[src/rtl/counter_seq_ctrl.sv]
// Command-driven up-counter sequencer: terminal value, prescaler, start/stop/pause, one-shot or auto-reload.
// Latency: all outputs registered; a command takes effect at its accepting edge, a tick at the edge it occurs.
// Backpressure: cmd_ready drops for one cycle after every accepted command; the requester holds cmd_valid meanwhile.
module counter_seq_ctrl #(
    parameter int WIDTH = 3,
    parameter int PSC_W = 4
) (
    input  logic             clk,
    input  logic             rst,
    input  logic             cmd_valid,
    output logic             cmd_ready,
    input  logic [1:0]       cmd_op,
    input  logic [WIDTH-1:0] cmd_data,
    input  logic [PSC_W-1:0] prescale,
    input  logic             auto_reload,
    output logic [WIDTH-1:0] count,
    output logic             tc,
    output logic             running,
    output logic             done
);

    typedef enum logic [1:0] {
        IDLE  = 2'b00,
        RUN   = 2'b01,
        PAUSE = 2'b10,
        DONE  = 2'b11
    } state_t;

    localparam logic [1:0] OP_LOAD  = 2'b00;
    localparam logic [1:0] OP_START = 2'b01;
    localparam logic [1:0] OP_STOP  = 2'b10;
    localparam logic [1:0] OP_CLEAR = 2'b11;

    state_t           state, state_nxt;
    logic [WIDTH-1:0] limit, limit_nxt;
    logic [WIDTH-1:0] count_nxt;
    logic [PSC_W-1:0] pc, pc_nxt;
    logic             tc_nxt;
    logic             ready_nxt;
    logic             accept;
    logic             tick;

    assign accept = cmd_valid && cmd_ready;
    assign tick   = (state == RUN) && (pc == prescale);

    // Register all state and decode running/done from the next state so they are flop outputs too.
    always_ff @(posedge clk or negedge rst) begin
        if (!rst) begin
            state     <= IDLE;
            count     <= '0;
            limit     <= '1;
            pc        <= '0;
            tc        <= 1'b0;
            cmd_ready <= 1'b1;
            running   <= 1'b0;
            done      <= 1'b0;
        end else begin
            state     <= state_nxt;
            count     <= count_nxt;
            limit     <= limit_nxt;
            pc        <= pc_nxt;
            tc        <= tc_nxt;
            cmd_ready <= ready_nxt;
            running   <= (state_nxt == RUN);
            done      <= (state_nxt == DONE);
        end
    end

    // Next-state logic: an accepted command takes priority and swallows any tick on the same edge.
    always_comb begin
        state_nxt = state;
        count_nxt = count;
        limit_nxt = limit;
        pc_nxt    = pc;
        tc_nxt    = 1'b0;
        ready_nxt = 1'b1;
        if (accept) begin
            ready_nxt = 1'b0;
            case (cmd_op)
                OP_LOAD: begin
                    limit_nxt = cmd_data;
                    count_nxt = '0;
                    pc_nxt    = '0;
                    state_nxt = IDLE;
                end
                OP_START: begin
                    if (state == DONE) begin
                        count_nxt = '0;
                        pc_nxt    = '0;
                        state_nxt = RUN;
                    end else if (state == IDLE || state == PAUSE) begin
                        state_nxt = RUN;
                    end
                end
                OP_STOP: begin
                    if (state == RUN) begin
                        state_nxt = PAUSE;
                    end
                end
                OP_CLEAR: begin
                    count_nxt = '0;
                    pc_nxt    = '0;
                    state_nxt = IDLE;
                end
                default: ;
            endcase
        end else if (state == RUN) begin
            if (tick) begin
                pc_nxt = '0;
                if (count != limit) begin
                    count_nxt = count + 1'b1;
                end else begin
                    tc_nxt = 1'b1;
                    if (auto_reload) begin
                        count_nxt = '0;
                    end else begin
                        state_nxt = DONE;
                    end
                end
            end else begin
                pc_nxt = pc + 1'b1;
            end
        end
    end

endmodule

[config.mk]
export PLATFORM = sky130hd
export DESIGN_NAME = counter_seq_ctrl
export DESIGN_NICKNAME = d
export VERILOG_FILES = /design/src/rtl/counter_seq_ctrl.sv
export SDC_FILE = /design/constraint.sdc
export NUM_CORES = 1
export LEC_CHECK = 0
export ABC_CLOCK_PERIOD_IN_PS = 3000
export CAP_MARGIN = 20
export CORE_ASPECT_RATIO = 1.2
export CORE_MARGIN = 5
export CORE_UTILIZATION = 55
export CTS_BUF_LIST = sky130_fd_sc_hd__clkbuf_2
export DETAILED_ROUTE_END_ITERATION = 8
export GPL_TIMING_DRIVEN = 0
export PLACE_DENSITY = 0.89
export SYNTH_ARGS = -nofsm -noshare
export SYNTH_HDL_FRONTEND = slang
export SYNTH_SLANG_ARGS = --single-unit
[constraint.sdc]
create_clock -name clk -period 3 [get_ports clk]
set_input_delay 0.6 -clock clk [delete_from_list [all_inputs] [get_ports clk]]
set_output_delay 0.6 -clock clk [all_outputs]
set_load 0.05 [all_outputs]
; Word level (Yosys, flattened, before mapping)
; Index checks and enable logic that the tools add are counted.
; Widths: inputs -> output; s select.
[word_totals]
reg_bits = 16
input_bits = 13
wordCells = 60
[op_classes]
addsub = 2
eq_ne = 12
mux = 26
reduce_logical = 12
[op_table]
columns = cell, count
row1 = $mux 3, 6
row2 = $mux 2, 8
row3 = $mux 4, 4
row4 = $eq 2x2->1 const B, 5
row5 = $pmux 4 s2, 1
row6 = $eq 2x1->1 const B, 3
row7 = $pmux 2 s3, 1
row8 = $pmux 3 s2, 1
row9 = $mux 1, 5
row10 = $reduce_and 5->1, 1
row11 = $add 4x1->4 const B, 1
row12 = $eq 4x4->1, 1
row13 = $logic_not 2->1, 2
row14 = $reduce_bool 2->1, 2
row15 = $add 3x1->3 const B, 1
row16 = $ne 3x2->1 const B, 1
row17 = $ne 3x3->1, 1
row18 = $ne 3x3->1 const B, 1
row19 = $reduce_and 3->1, 1
row20 = $reduce_bool 3->1, 1
row21 = $logic_and 1x1->1, 2
row22 = $reduce_and 2->1, 1
row23 = $reduce_or 2->1, 1
row24 = $logic_or 1x1->1, 1

; Logic depth before layout (Yosys ltp)
[depth]
ltp_word = 7
ltp_mapped = 8
mapped_depth_nobuf = 7

; Worst setup path after synthesis
; Ideal clock, no wire load.
[synth_path]
kind = input to register
startpoint = in cmd_op[1]
endpoint = reg count[0]
setup_time_ps = 125
arrival_ps = 1895
required_ps = 2875
path_slack_ps = 980
cell_stages = 7
path_cell_list = inv_1 > ha_1 > and4_2 > a221oi_1 > buf_4 > nor3_1 > mux2_4
[synth_between]
elab_chain_cells = 4
[synth_rtl]
columns = element, line_no
row1 = start: declaration, 12  ; input logic [1:0] cmd_op,
row2 = $eq 2x2->1 / $logic_not 2->1 (equally long branches), 79  ; case (cmd_op)
row3 = $reduce_or 2->1 (no line), --
row4 = $ne 3x2->1 (no line) / $pmux 3 s2 (equally long branches), --
row5 = $reduce_and 5->1 (no line) / $mux 3 (equally long branches), --
row6 = end signal: assignment, 59  ; count <= count_nxt;
row7 = end: declaration, 16  ; output logic [WIDTH-1:0] count,
; Several ways; a longest one is shown, not always the timed one.
; A chain may end at the register's enable or synchronous reset.

; Worst setup path after layout
; Ends and elaborated chain as after synthesis.

==> reports/metrics.cfg <==
[run]
drv_cap=0

[min_path]
whs_path_depth=1
whs_endpoint=pc[2]
min_path_type=reg -> reg
hp-start=pc[2]

[timing]
fin_crit_sh_pct=79.4
finalSetupViolations=0
timing.fmax_mhz=420
rsz0062_at_grt=false
whs_ns=0.580
worstMarginPinSlew_ns=0.687
fin_ws_ns=0.618
timing.final.crit_period_ns=2.38
drv_slew=0
fin_skew_ns=0.00214
slew_headroom_pct=54.0
hold_violations=0
tns_ns=0

[setup_path]
slowest_delay_ns=0.48
crit_chain=clkdlybuf4s50_1, inv_1, ha_1, and4_2, a221oi_1, buf_4, nor3_1, mux2_4
reg2reg_slack_ns=1.05
crit_path_start_kind=primary input
ff2ff_path_depth=6
worstReg2RegStart=cmd_ready
cp.required_ns=3.21
r2r-end=count[0]
slowest_stage=clkdlybuf4s50_1
arrival_ns=2.59
critPathCaptureType=flip-flop
crit_fanout=10
path_class=in -> reg

[finish]
area_growth_pct=25.3
final_util_pct=71.5
nets=127
num_antenna_cells=0
drive_gt1_share_pct=17.8
n_fill_cell=131

[floorplan]
die_x_um=47.2
die-area_um2=2580
rows=16
core_area_um2=1600
initial_utilization_pct=57.0
die_h_um=54.6
num_io_pins=20

[routing]
vias=723
wirelength_um=1880
via_per_inst=5.78
post_drt_wl_per_cell_um=15.1
first_iter_violations=10
drc_errors=0
antenna_left=0
drt_pre_antenna_iters=4

[power_and_ir_drop]
peakVddDrop_v=0.000359
power.density_nw_per_um2=664
p_leak_nw=0.517
power_mw=0.761

[global_route]
grt_pass1_wl_um=2920
antenna_found_initial=0
grt_overflow=0
grt_pass1_vias=704
grt_usage_pct=16.9
grt_max_degree=17

[logic_synthesis]
synth_edf_count=0
synth_seq_cells=16
ys.flop_type=dfrtp_1
ys_seq_area_share_pct=44.4
async_reset_ff_share_pct=100
syn_inst=84
synth_most_common_cell=dfrtp_1
syn-num-nets=103
synth_cell_types=35
yosysTopAreaCell=dfrtp_1
synth_area_leaders=dfrtp_1 33%, dfstp_2 12%, ha_1 8.2%
yosys_warnings=0
synth.top_cells.by_count=12 x dfrtp_1, 9 x nand2_1, 6 x ha_1
netlist_area_um2=913
syn_avg_cell_area_um2=10.9
synth_top_area_share_pct=32.9

[clocking]
worstSkewPairLatency_ns=0.30
cts_hold_buf=0
cts_max_level=1
clkTransAtPathRegs_ns=0.15
cts_setup_buffers=0
cts_root_buf=clkbuf_2
cts_buffers=3
cts_tree=done
clockBufferDepth=2
ctsResizeCount=0
cts_sinks=16

[place]
dp.final_hpwl_um=1480
port_buffers=19
gp_congestion=0.801
pre_cts_ws_ns=0.295

[outcome]
status=complete, no violations

[per-layer routing]
layer  vias up  part of all wire [%]  track usage, %  routed length [um]
met5         -                     0               0                   0
met4         0                   3.1            11.1                  58
met3         7                   6.8            3.29                 128
met2        21                    53            30.1                1000
met1       347                    37            17.4                 695
li1        348                     -               -                   -
[per-stage QoR]
stage               instances  cell area [um^2]
global route              125              1140
detailed placement        121              1130
finish                    125              1140
floorplan                  84               913
global placement          121              1130
CTS                       125              1140
[cells by family after synthesis]
logic type	after synthesis	share of synthesized area (%)
compound gates	16	11.9
simple gates	28	18.6
xor+xnor	7	6.71
flops	16	44.4
buf+inv	6	3.70
fa+ha+maj	6	8.22
mux	5	6.44
[worst max-delay path: cells and delay by family]
kind | cells | cell delay, ns
muxes | 1 | 0.29
AOI/OAI and AO/OA | 1 | 0.40
buffers and inverters | 3 | 0.80
adders and majority gates | 1 | 0.19
and+or+nand+nor | 2 | 0.31
[report_power, final]
part | switching (mW) | leakage (nW) | internal [mW] | total (mW)
sequential | 0.0606 | 0.193 | 0.274 | 0.335
combinational | 0.176 | 0.310 | 0.150 | 0.327
clock | 0.0699 | 0.0140 | 0.0289 | 0.0988
[sequential cells by signal (all words and copies together), names as in the netlist]
| name | count |
|---|---|
| cmd_ready | 1 |
| done | 1 |
| state | 2 |
| pc | 4 |
| tc | 1 |
| running | 1 |
| limit | 3 |
| count | 3 |
[layout make-up]
cell class	instances	area, um^2	share of cell area (%)
Inverter	4	15.0	1.31
Tap cell	18	22.5	1.97
Buffer	2	18.8	1.64
Multi-Input combinational cell	62	474	41.4
Clock buffer	3	15.0	1.31
Clock inverter	1	3.75	0.328
Sequential cell	16	405	35.4
Timing Repair Buffer	19	190	16.6
[placed cells by master, fill, tap and decap left out, types with 3 or more instances in the layout]
master,instances
clkdlybuf4s50_1,19
dfrtp_1,12
nand2_1,9
ha_1,6
inv_1,4
xnor2_1,4
nor3_1,4
o21ai_0,4
dfstp_2,4
nand3_1,3
xor2_1,3
mux2_2,3
clkbuf_2,3
[worst max-delay path by stage]
stage / start / end / slack (ns)
6_report: cmd_op[1] / count[0] / 0.62
5_1_grt: cmd_op[1] / count[0] / 0.52
4_1_cts: cmd_op[1] / count[0] / 0.64
3_5_place_dp: cmd_op[1] / count[0] / 0.30
3_3_place_gp: cmd_op[1] / count[0] / 0.35
2_1_floorplan: cmd_op[1] / count[0] / 0.98
No activity file was read; power rests on OpenSTA's default activity.
